`config.mk`:
```
export PLATFORM = sky130hd
export DESIGN_NAME = seg_monitor_flat
export DESIGN_NICKNAME = d
export VERILOG_FILES = /design/src/rtl/seg_monitor_if.sv /design/src/rtl/seg_monitor.sv /design/src/flat_wrapper.sv
export SDC_FILE = /design/constraint.sdc
export NUM_CORES = 1
export LEC_CHECK = 0
export CORE_UTILIZATION = 51
export DETAILED_ROUTE_END_ITERATION = 10
export GPL_TIMING_DRIVEN = 0
export HOLD_SLACK_MARGIN = 0.02
export PLACE_DENSITY_LB_ADDON = 0.12
export SKIP_CTS_REPAIR_TIMING = 1
export SYNTH_ARGS = -nofsm -noshare
export SYNTH_HDL_FRONTEND = slang
export SYNTH_SLANG_ARGS = --single-unit
```
`constraint.sdc`:
```
create_clock -name clk -period 2.9 [get_ports clk]
set_input_delay 0.435 -clock clk [delete_from_list [all_inputs] [get_ports clk]]
set_output_delay 0.435 -clock clk [all_outputs]
set_load 0.01 [all_outputs]
```
`src/rtl/seg_monitor_if.sv`:
```
// seg_monitor_if: segment bus in, decoded digit and status out.
interface seg_monitor_if;
  logic [6:0] leds;
  logic [3:0] digit;
  logic       digit_valid;
  logic       bad_pattern;
  logic       seq_err;
  logic       blank;
  logic [7:0] accept_count;
  logic [7:0] err_count;
  modport master (
    output leds,
    input  digit, digit_valid, bad_pattern, seq_err, blank, accept_count, err_count
  );
  modport slave (
    input  leds,
    output digit, digit_valid, bad_pattern, seq_err, blank, accept_count, err_count
  );
endinterface

```
`src/rtl/seg_monitor.sv`:
```
// seg_monitor: debounces an async 7-segment bus, decodes hex and flags bad or out-of-order digits.
module seg_monitor #(
  parameter int STABLE_CYCLES = 4
) (
  input logic clk,
  input logic SW0,
  seg_monitor_if.slave bus
);
  typedef enum logic [1:0] {IDLE, SETTLE, LOCKED} state_t;
  localparam logic [7:0] CNT_MAX = 8'(STABLE_CYCLES - 1);
  localparam logic [6:0] HEX [16] = '{7'h3F, 7'h06, 7'h5B, 7'h4F, 7'h66, 7'h6D, 7'h7D, 7'h07,
                                      7'h7F, 7'h6F, 7'h77, 7'h7C, 7'h39, 7'h5E, 7'h79, 7'h71};
  state_t state_q, state_d;
  logic [6:0] s1_q, s2_q, seg, prev_q, acc_q;
  logic [7:0] cnt_q, cnt_d, acnt_q, acnt_d, ecnt_q, ecnt_d;
  logic [3:0] digit_q, digit_d, dec;
  logic acc_vld_q, ref_vld_q, ref_vld_d;
  logic dv_q, dv_d, bad_q, bad_d, seqe_q, seqe_d, blank_q, blank_d;
  logic hit, changed, accept, take_hex, take_bad, take_blank, seq_bad;
  assign seg = ~s2_q;
  assign changed = seg != prev_q;
  assign cnt_d = changed ? 8'd0 : (cnt_q == CNT_MAX ? cnt_q : cnt_q + 8'd1);
  // the candidate is prev_q: the counter measures how long that value has been held
  assign accept = state_q == SETTLE && cnt_q == CNT_MAX && (!acc_vld_q || prev_q != acc_q);
  always_comb begin
    dec = 4'd0;
    hit = 1'b0;
    for (int i = 0; i < 16; i++) if (prev_q == HEX[i]) begin dec = 4'(i); hit = 1'b1; end
  end
  assign take_blank = accept && prev_q == 7'd0;
  assign take_hex = accept && hit;
  assign take_bad = accept && !hit && prev_q != 7'd0;
  assign seq_bad = take_hex && ref_vld_q && dec != digit_q + 4'd1 && dec != 4'd0;
  always_ff @(posedge clk or negedge SW0)
    if (!SW0) state_q <= IDLE;
    else state_q <= state_d;
  // an accept coinciding with a new change must keep settling for the new pattern
  always_comb
    state_d = state_q == IDLE ? SETTLE :
              state_q == LOCKED ? (changed ? SETTLE : LOCKED) :
              (accept && !changed ? LOCKED : SETTLE);
  always_comb begin
    digit_d = take_hex ? dec : digit_q;
    dv_d = take_hex;
    bad_d = take_bad;
    seqe_d = seq_bad;
    blank_d = accept ? take_blank : blank_q;
    acnt_d = acnt_q + {7'd0, take_hex};
    ecnt_d = (take_bad || seq_bad) && ecnt_q != 8'hFF ? ecnt_q + 8'd1 : ecnt_q;
    ref_vld_d = take_hex ? 1'b1 : (take_blank ? 1'b0 : ref_vld_q);
  end
  always_ff @(posedge clk or negedge SW0)
    if (!SW0) begin
      s1_q <= 7'h7F;
      s2_q <= 7'h7F;
      prev_q <= 7'd0;
      cnt_q <= 8'd0;
      acc_q <= 7'd0;
      acc_vld_q <= 1'b0;
      ref_vld_q <= 1'b0;
      digit_q <= 4'd0;
      dv_q <= 1'b0;
      bad_q <= 1'b0;
      seqe_q <= 1'b0;
      blank_q <= 1'b0;
      acnt_q <= 8'd0;
      ecnt_q <= 8'd0;
    end else begin
      s1_q <= bus.leds;
      s2_q <= s1_q;
      prev_q <= seg;
      cnt_q <= cnt_d;
      acc_q <= accept ? prev_q : acc_q;
      acc_vld_q <= acc_vld_q | accept;
      ref_vld_q <= ref_vld_d;
      digit_q <= digit_d;
      dv_q <= dv_d;
      bad_q <= bad_d;
      seqe_q <= seqe_d;
      blank_q <= blank_d;
      acnt_q <= acnt_d;
      ecnt_q <= ecnt_d;
    end
  assign bus.digit = digit_q;
  assign bus.digit_valid = dv_q;
  assign bus.bad_pattern = bad_q;
  assign bus.seq_err = seqe_q;
  assign bus.blank = blank_q;
  assign bus.accept_count = acnt_q;
  assign bus.err_count = ecnt_q;
endmodule
```
`src/flat_wrapper.sv`:
```
// flat-port wrapper written by rule: the top's interface ports become plain ports
module seg_monitor_flat 
#(
  parameter int STABLE_CYCLES = 4
)
  (clk, SW0, bus_leds, bus_digit, bus_digit_valid, bus_bad_pattern, bus_seq_err, bus_blank, bus_accept_count, bus_err_count);
  seg_monitor_if bus_i ();
  input logic clk;
  input logic SW0;
  input wire logic [$bits(bus_i.leds)-1:0] bus_leds;
  output wire logic [$bits(bus_i.digit)-1:0] bus_digit;
  output wire logic [$bits(bus_i.digit_valid)-1:0] bus_digit_valid;
  output wire logic [$bits(bus_i.bad_pattern)-1:0] bus_bad_pattern;
  output wire logic [$bits(bus_i.seq_err)-1:0] bus_seq_err;
  output wire logic [$bits(bus_i.blank)-1:0] bus_blank;
  output wire logic [$bits(bus_i.accept_count)-1:0] bus_accept_count;
  output wire logic [$bits(bus_i.err_count)-1:0] bus_err_count;
  assign bus_i.leds = bus_leds;
  assign bus_digit = bus_i.digit;
  assign bus_digit_valid = bus_i.digit_valid;
  assign bus_bad_pattern = bus_i.bad_pattern;
  assign bus_seq_err = bus_i.seq_err;
  assign bus_blank = bus_i.blank;
  assign bus_accept_count = bus_i.accept_count;
  assign bus_err_count = bus_i.err_count;
  seg_monitor #(.STABLE_CYCLES(STABLE_CYCLES)) u_core (.clk(clk), .SW0(SW0), .bus(bus_i));
endmodule
```
# ---- Yosys cells after proc, flatten, opt, wreduce, memory -nomap -nowiden
# Index checks and enable logic that the tools add are counted.
dict set report word_totals {
  inputBits 9
  out_inout_bits 24
  register_bits 64
  word_cells 105
}
dict set report classes {
  eq_ne 24
  add_sub_neg 4
  n_bitwise 2
  n_reduce_logical 21
  n_mux 39
}
# operator count
set ops {}
lappend ops {{7-bit == test (second input constant)} 12}
lappend ops {{4-bit two-way mux} 14}
lappend ops {{1-bit two-way mux} 19}
lappend ops {{8-bit by 1-bit adder with 8-bit output (second input constant)} 2}
lappend ops {{8-bit two-way mux} 2}
lappend ops {{7-bit by 3-bit == test with 1-bit output (second input constant)} 2}
lappend ops {{7-bit by 6-bit == test with 1-bit output (second input constant)} 2}
lappend ops {{7-bit inequality test} 2}
lappend ops {{1-bit logical AND} 11}
lappend ops {{8-bit by 1-bit adder with 8-bit output} 1}
lappend ops {{8-bit by 2-bit == test with 1-bit output (second input constant)} 1}
lappend ops {{2-bit two-way mux} 4}
lappend ops {{8-bit inequality test (second input constant)} 1}
lappend ops {{7-bit logical NOT} 1}
lappend ops {{7-bit NOT} 1}
lappend ops {{7-bit nonzero test} 1}
lappend ops {{4-bit by 1-bit adder with 4-bit output (second input constant)} 1}
lappend ops {{4-bit inequality test} 1}
lappend ops {{4-bit nonzero test} 1}
lappend ops {{1-bit logical NOT} 3}
lappend ops {{2-bit by 1-bit == test with 1-bit output (second input constant)} 1}
lappend ops {{2-bit == test (second input constant)} 1}
lappend ops {{2-bit logical NOT} 1}
lappend ops {{1-bit logical OR} 2}
lappend ops {{3 further kinds} 3}

# ---- Logic depth before layout (Yosys ltp)
dict set report logic_depth {
  word_depth 23
  mapped_depth 12
  depth_no_buf 9
}

# ---- Worst setup path after synthesis
# Ideal clock, no wire load.
dict set report synth_timing {
  path_type {register -> register}
  start {register u_core.cnt_q[0]}
  end {register u_core.acnt_q[5], in the netlist u_core.bus.accept_count[5]}
  required_time_ns 2.775
  arrival_ns 2.976
  stages_incl_launch_ff 11
  setup_slack_ns -0.201
  synth_period_minus_slack_ns 3.101
  path_buffers 1
  setup_ns 0.125
  path_cell_list {dfrtp_1 ha_1 or4b_1 or4_4 a41o_1 buf_6 nor2_1 ha_1 and3_1 nand3_1 xnor2_1}
}
dict set report synth_via {
  elab_chain_len 5
}
# item line_no
set synth_lines {}
lappend synth_lines {{start, declared} seg_monitor.sv:15} ;# logic [7:0] cnt_q, cnt_d, acnt_q, acnt_d, ecnt_q, ecnt_d;
lappend synth_lines {{start signal, assigned} seg_monitor.sv:72} ;# cnt_q <= cnt_d;
lappend synth_lines {{8-bit by 2-bit == test with 1-bit output} seg_monitor.sv:24} ;# assign accept = state_q == SETTLE && cnt_q == CNT_MAX && (!acc_vld_q || prev_q != acc_q);
lappend synth_lines {{1-bit logical AND (2 in a row)} seg_monitor.sv:24}
lappend synth_lines {{1-bit logical AND} seg_monitor.sv:31} ;# assign take_hex = accept && hit;
lappend synth_lines {{via u_core.dv_d} seg_monitor.sv:18} ;# logic dv_q, dv_d, bad_q, bad_d, seqe_q, seqe_d, blank_q, blank_d;
lappend synth_lines {{8-bit by 1-bit adder with 8-bit output} seg_monitor.sv:48} ;# acnt_d = acnt_q + {7'd0, take_hex};
lappend synth_lines {{via u_core.acnt_d[5]} seg_monitor.sv:15}
lappend synth_lines {{end signal, assigned} seg_monitor.sv:81} ;# acnt_q <= acnt_d;
lappend synth_lines {{end, declared} seg_monitor.sv:15}
# The timed path passes the listed nets, and every way through them passes these cells.
# A chain may end at the register's enable or synchronous reset.

# ---- Final worst setup path
dict set report layout_timing {
  start {register u_core.cnt_q[0]}
  end {register u_core.ecnt_q[7], in the netlist u_core.bus.err_count[7]}
}
dict set report layout_via {
  elab_chain_len 9
  elab_cells_between_ends 11
  classes_between {eq/ne: 1; reduce/logical: 10}
}
# item line_no
set layout_lines {}
lappend layout_lines {{8-bit by 2-bit == test with 1-bit output (*)} seg_monitor.sv:24}
lappend layout_lines {{1-bit logical AND (*) (2 in a row)} seg_monitor.sv:24}
lappend layout_lines {{1-bit logical AND} seg_monitor.sv:31}
lappend layout_lines {{1-bit logical AND (3 in a row)} seg_monitor.sv:33} ;# assign seq_bad = take_hex && ref_vld_q && dec != digit_q + 4'd1 && dec != 4'd0;
lappend layout_lines {{1-bit logical OR (*)} seg_monitor.sv:49} ;# ecnt_d = (take_bad || seq_bad) && ecnt_q != 8'hFF ? ecnt_q + 8'd1 : ecnt_q;
lappend layout_lines {{1-bit logical AND (*)} seg_monitor.sv:49}
lappend layout_lines {{end signal, assigned} seg_monitor.sv:82} ;# ecnt_q <= ecnt_d;
lappend layout_lines {{end, declared} seg_monitor.sv:15}
# Mark *: on every way between the ends. The rest lies on a longest branch, timed or not.

==> results.json <==
{
  "grt_pass1_vias": 2067,
  "syn-num-nets": 298,
  "grt_setup_unrepaired": "true",
  "clock-sinks": 64,
  "cts_max_path_buffers": 2,
  "synthSimpleGateAreaFrac": 0.1814,
  "syn_to_final_growth_pct": 27.05,
  "yosysSeqAreaShare": 0.5216,
  "hold_class": "in2async",
  "ant_nets": 0,
  "synth_mux_area_frac": 0.02983,
  "ir_drop_mv": 0.3541,
  "nFillCells": 482,
  "synth-xor-area-share": 0.1016,
  "report.final.setup_viol": 8,
  "fmax_mhz": 311.9,
  "post-route-period-util": 1.105,
  "slew_headroom": 0.4858,
  "dieArea_um2": 6402,
  "via_per_inst": 5.384,
  "core_area_um2": 5886,
  "status": "finished with violations",
  "fin_nets": 353,
  "synth_compound_area_frac": 0.1040,
  "synth.avg_cell_area_um2": 10.93,
  "antenna_found_initial": 0,
  "detail_route.wirelength_mm": 6.061,
  "die_w_um": 80.02,
  "finalInstanceArea_um2": 3944,
  "hpwl_mm": 4.067,
  "synth_ff_type": "dfrtp_1",
  "critPathKind": "reg2reg",
  "r2r-start": "u_core.cnt_q[0]$_DFFE_PN0P_",
  "portBuffers": 32,
  "register_area_um2": 1619,
  "syn-cell-area_um2": 3104,
  "grt_max_degree": 65,
  "multiInputGateArea_um2": 1469,
  "synth_edf_count": 0,
  "cts_tree": "yes",
  "clk_latency_ns": 0.34,
  "required_ns": 3.13,
  "place_area_um2": 3523,
  "synth_warnings": 0,
  "critPathLaunch": "u_core.cnt_q[0]$_DFFE_PN0P_",
  "grt_use_total": 0.2037,
  "fin_crit_ns": 3.206,
  "synthArstFlopShare": 1.000,
  "htreeDepth": 3,
  "synth_cells": 284,
  "p_leak_nw": 1.728,
  "synthAdderAreaFrac": 0.02015,
  "end_kind": "register",
  "die_h_um": 80.02,
  "violations": "negative setup slack",
  "std_cell_rows": 28,
  "crit_fanout": 7,
  "grt_pass1_wl_mm": 9.832,
  "drt-initial-drc-count": 168,
  "fin_ws_ns": -0.3058,
  "worst_pin_slew_ns": 0.7713,
  "first_pass_iters": 4,
  "drive_gt1_frac": 0.2384,
  "hold_violations": 0,
  "place_inst": 391,
  "gr-total-overflow": 0,
  "setup.worst_path.start_class": "register",
  "synth_top_family_by_area": "simple AND/OR/NAND/NOR gates",
  "cts-buffers-inserted": 9,
  "arrival_ns": 3.43,
  "ys_ff_latch": 64,
  "ys_types": 60,
  "power_w": 0.001867,
  "cts-root-buf": "clkbuf_8",
  "maxCapViolCount": 0,
  "skew_ns": 0.01082,
  "drc": 0,
  "initial_utilization": 0.5274,
  "power_density_nw_per_um2": 473.4,
  "fin_tns_setup_ns": -1.327,
  "path_clk_slew_ns": 0.07,
  "vias": 2256,
  "avgRoutedWirePerCell_um": 14.47,
  "routabilityCongestion": 0.9170,
  "io_pins": 33,
  "drv_slew": 0,
  "stdcell_count": 419,
  "diodes": 0
}
[Yosys cell counts, types with 6 or more instances]
| library cell | count | area, um2 |
|---|---|---|
| a21oi_1 | 10 | 50.05 |
| clkbuf_1 | 6 | 22.52 |
| dfstp_2 | 14 | 367.9 |
| dfrtp_1 | 50 | 1251 |
| nor2_1 | 19 | 71.32 |
| nand3_1 | 14 | 70.07 |
| o21ai_0 | 7 | 35.03 |
| xor2_1 | 19 | 166.4 |
| xnor2_1 | 17 | 148.9 |
| nand2b_1 | 9 | 56.30 |
| nand2_1 | 16 | 60.06 |
| inv_1 | 15 | 56.30 |
| and3_1 | 6 | 37.54 |
[area by class of cell]
cell class | instances | area share
inverters | 15 | 0.01428
repair buffers | 45 | 0.1082
multi-input cells | 191 | 0.3725
flip-flops and latches | 64 | 0.4105
plain buffers | 13 | 0.01650
well taps | 75 | 0.02379
clock buffers | 13 | 0.03775
clock inverters | 3 | 0.01650
[registers in the layout (all words and copies together) (netlist names), 2 cells and up]
signal and flops:
u_core.acc_q 7, u_core.bus.accept_count 8, u_core.bus.digit 4, u_core.bus.err_count 8
u_core.cnt_q 8, u_core.prev_q 7, u_core.s1_q 7, u_core.s2_q 7
u_core.state_q 2
[path summary, 6_finish.rpt]
check	depth (start not counted)	to	slack, ns
max reg2reg	11	u_core.bus.err_count[7]$_DFFE_PN0P_	-0.31
min reg2reg	0	u_core.s2_q[1]$_DFF_PN1_	0.35
max	11	u_core.bus.err_count[7]$_DFFE_PN0P_	-0.31
max in group asynchronous	1	u_core.prev_q[3]$_DFF_PN0_	2.22
min	1	u_core.bus.accept_count[4]$_DFF_PN0_	0.16
min in group clk	0	u_core.s2_q[1]$_DFF_PN1_	0.35
[logic make-up (layout without fill, tap and decap cells)]
family | Yosys count | in the layout
and+or+nand+nor | 99 | 99
DFF | 64 | 64
AOI/OAI and AO/OA | 43 | 43
xor gates and xnor gates | 36 | 36
buffers and inverters | 29 | 89
muxes | 8 | 8
adders and majority gates | 5 | 5
[through the flow]
step           utilization  hold slack, ns  setup slack [ns]
4_1_cts             0.6350          0.1967           -0.4820
3_3_place_gp        0.5991          0.3457           -0.6485
3_5_place_dp        0.5986          0.3472           -0.4634
2_1_floorplan            -          0.1394           -0.1508
6_report            0.6701          0.1610           -0.3058
5_1_grt             0.6701          0.2272           -0.4222
[placed cells by master (no fill, tap or decap), types with 3 or more instances in the layout]
master / n
xor2_1: 19
or2_2: 3
xnor2_1: 17
clkbuf_8: 10
a21oi_1: 10
buf_6: 4
dfrtp_1: 50
clkbuf_2: 3
nand2b_1: 9
nand2_1: 15
inv_1: 15
nand4_1: 3
o21ai_0: 7
clkbuf_1: 6
mux2_2: 5
buf_4: 11
nand3_1: 12
dfstp_2: 14
or4_1: 3
or3_1: 3
ha_4: 3
a211oi_1: 3
nor4_1: 3
clkdlybuf4s50_1: 31
and3_1: 5
a31oi_1: 3
buf_2: 4
nor2_1: 18
[power breakdown]
group / internal [W] / leakage [nW] / switching, W
logic: 0.0000410 / 0.795 / 0.0000718
clock network: 0.000507 / 0.108 / 0.000323
registers: 0.000916 / 0.825 / 0.00000865
total: 0.00146 / 1.73 / 0.000403
[worst max-delay path: stages (launching register included)]
cell      delay, ns
dfrtp_1        0.42
ha_4           0.17
or4b_4         0.47
or4_4          0.57
a41o_1         0.24
buf_6          0.15
a211oi_4       0.16
a221oi_2       0.10
a31oi_4        0.27
buf_6          0.14
nand4_1        0.10
mux2_1         0.32
[metal layers]
metal / vias up / track usage / share of wire
met4: 0 / 0.06429 / 0.015
li1: 1097 / - / -
met5: - / 0 / 0
met1: 1092 / 0.2773 / 0.46
met2: 57 / 0.3137 / 0.48
met3: 10 / 0.05829 / 0.043
No activity file was read; power rests on OpenSTA's default activity.
==> RTL edit 1: new RTL, same settings <==
Re-encode `state_t` (3 states) as one-hot, 3 bits wide.
--- a/src/rtl/seg_monitor.sv
+++ b/src/rtl/seg_monitor.sv
@@ -7,5 +7,5 @@
   seg_monitor_if.slave bus
 );
-  typedef enum logic [1:0] {IDLE, SETTLE, LOCKED} state_t;
+  typedef enum logic [2:0] {IDLE = 3'b001, SETTLE = 3'b010, LOCKED = 3'b100} state_t;
   localparam logic [7:0] CNT_MAX = 8'(STABLE_CYCLES - 1);
   localparam logic [6:0] HEX [16] = '{7'h3F, 7'h06, 7'h5B, 7'h4F, 7'h66, 7'h6D, 7'h7D, 7'h07,
Formal check against the unedited RTL: same outputs for any inputs over 10 cycles, from zero or initial values; not proved beyond that.
==> RTL edit 1 against the unedited design <==
- sequential cell count up 1
- first-iteration DRC count down 20%
- final area down 3.7%
- setup slack better by 390 ps
- power down 5.6%
- synthesized area down 0.48%
- wire length down 6.9%
- cell count down 4.5%
- largest cell class unchanged
==> RTL edit 1: results (changes against the unedited design) <==
INFO  metric syn-num-nets = 290 (-2.7%)
INFO  metric cp_data_arrival_time = 3040 ps (-390 ps)
INFO  metric synth_xor_area_frac = 0.108 (+0.00616)
INFO  metric grtUsageMet2 = 0.298 (-0.0154)
INFO  metric grtUsageTotal = 0.200 (-0.00365)
INFO  metric grt_use_met3 = 0.0514 (-0.00686)
INFO  metric fin_skew = 7.94 ps (-2.87 ps)
INFO  metric synth_cell_types = 59 (-1.7%)
INFO  metric cts_max_level = 3 (unchanged)
INFO  metric highest_layer = met4
INFO  metric setup-violations-final = 0 (-8)
INFO  metric synth_top_cells_by_area = dfrtp_1 41%, dfstp_2 13%, xnor2_1 6.0%, xor2_1 4.8%, nand3_1 2.8%
INFO  metric path_max_fanout = 5 (-2)
INFO  metric vias_in_the_first_global_route = 2043 (-1.2%)
INFO  metric hold_path.class = in -> async
INFO  metric hpwl = 3740 um (-8.0%)
INFO  metric max-vdd-ir-drop = 0.398 mV (+12%)
INFO  metric wl_met1 = 2640 um (-5.3%)
INFO  metric max_stage_delay = 450 ps (-120 ps)
INFO  metric synth_seq_area_share = 0.533 (+0.0110)
INFO  metric detail_route.iter0.violations = 134 (-20%)
INFO  metric gr_met1_demand_resource = 0.272 (-0.00569)
INFO  metric muxShareOfSynthArea = 0.0324 (+0.00258)
INFO  metric io_buffer_count = 32 (unchanged)
INFO  metric clockBufferDepth = 2 (unchanged)
INFO  metric antenna_violations_before_repair = 0 (unchanged)
INFO  metric slowest_stage = or4b_4
INFO  metric finalWeightedCongestion = 0.819 (-11%)
INFO  metric grt_first_pass_wirelength = 9470 um (-3.7%)
INFO  metric ctsRootBufferMaster = clkbuf_8
INFO  metric yosys.area_share.adder = 0.0203 (+0.0000979)
INFO  metric path_delay_family = simple AND/OR/NAND/NOR gates
INFO  metric nets = 337 (-4.5%)
INFO  metric routed-wl-met3 = 266 um (+1.5%)
INFO  metric wirelength = 5640 um (-6.9%)
INFO  metric dp_worst_setup_slack = -234 ps (+230 ps)
INFO  metric detailroute.wirelength.met2 = 2620 um (-10%)
INFO  metric async_reset_ff_frac = 1.00 (unchanged)
INFO  metric router_iterations_before_antenna_repair = 4 (unchanged)
INFO  metric yosysWarnings = 0 (unchanged)
INFO  metric run_status = finished, final reports clean
INFO  metric clk-insertion-delay-late = 340 ps (about the same)
INFO  metric cts_buffers = 9 (unchanged)
INFO  metric grt_max_degree = 66 (+1.5%)
INFO  metric slew_viol_final = 0 (unchanged)
INFO  metric yosys-top-cells-count = 50 x dfrtp_1, 21 x nand2_1, 21 x xnor2_1, 17 x nand3_1, 17 x xor2_1
INFO  metric leakagePower = 1.67 nW (-3.4%)
INFO  metric max_slew_headroom = 0.482 (-0.00346)
INFO  metric diodes = 0 (unchanged)
INFO  metric avgViaCountPerCell = 5.45 (+1.1%)
INFO  metric synth-compound-area-share = 0.0705 (-0.0335)
INFO  metric final_layout_size_suffix_gt1_frac = 0.223 (-0.0158)
-- RTL edit 1: changes by cell type after synthesis, moves of 4 or more --
| cell | unedited run | this run |
|---|---|---|
| nor3_1 | 0 | 5 |
| xnor2_1 | 17 | 21 |
| nor2_1 | 19 | 13 |
| a21oi_1 | 10 | 6 |
| nand2b_1 | 9 | 3 |
| nand2_1 | 16 | 21 |
| buf_2 | 4 | 9 |
| inv_1 | 15 | 11 |
| clkbuf_1 | 6 | 2 |
-- RTL edit 1: layout make-up --
cell class | instances | area, um^2
multi-input cells | 186 | 1410
inverters | 12 | 47.5
clock inverters | 2 | 12.5
repair buffers | 36 | 352
fillers | 456 | 1880
plain buffers | 13 | 72.6
well taps | 72 | 90.1
clock buffers | 14 | 173
flip-flops and latches | 65 | 1650
-- RTL edit 1: through the flow --
step / area [um^2] / TNS (ps) / instances / hold WS, ps
CTS: 3680 / -661 / 396 / 210
global route: 3800 / -80.5 / 400 / 230
detailed placement: 3500 / -588 / 380 / 347
global placement: 3500 / -35190 / 380 / 345
floorplan: 3090 / 0 / 276 / 139
finish: 3800 / 0 / 400 / 160
-- RTL edit 1: path summary, 6_finish.rpt --
path                            startpoint                 endpoint  slack [ps]  depth (start not counted)
max                        u_core.cnt_q[0]  u_core.bus.err_count[6]          80                         10
min                                    SW0      u_core.bus.digit[3]         160                          1
max reg2reg                u_core.cnt_q[0]  u_core.bus.err_count[6]          80                         10
min reg2reg                 u_core.s1_q[4]           u_core.s2_q[4]         360                          0
max in group asynchronous              SW0         u_core.prev_q[3]        2210                          1
min in group clk            u_core.s1_q[4]           u_core.s2_q[4]         360                          0
-- RTL edit 1: report_power, final --
group          switching (mW)  internal (mW)
Combinational          0.0678         0.0412
Sequential            0.00864          0.931
Clock                   0.333          0.380
Total                   0.410           1.35
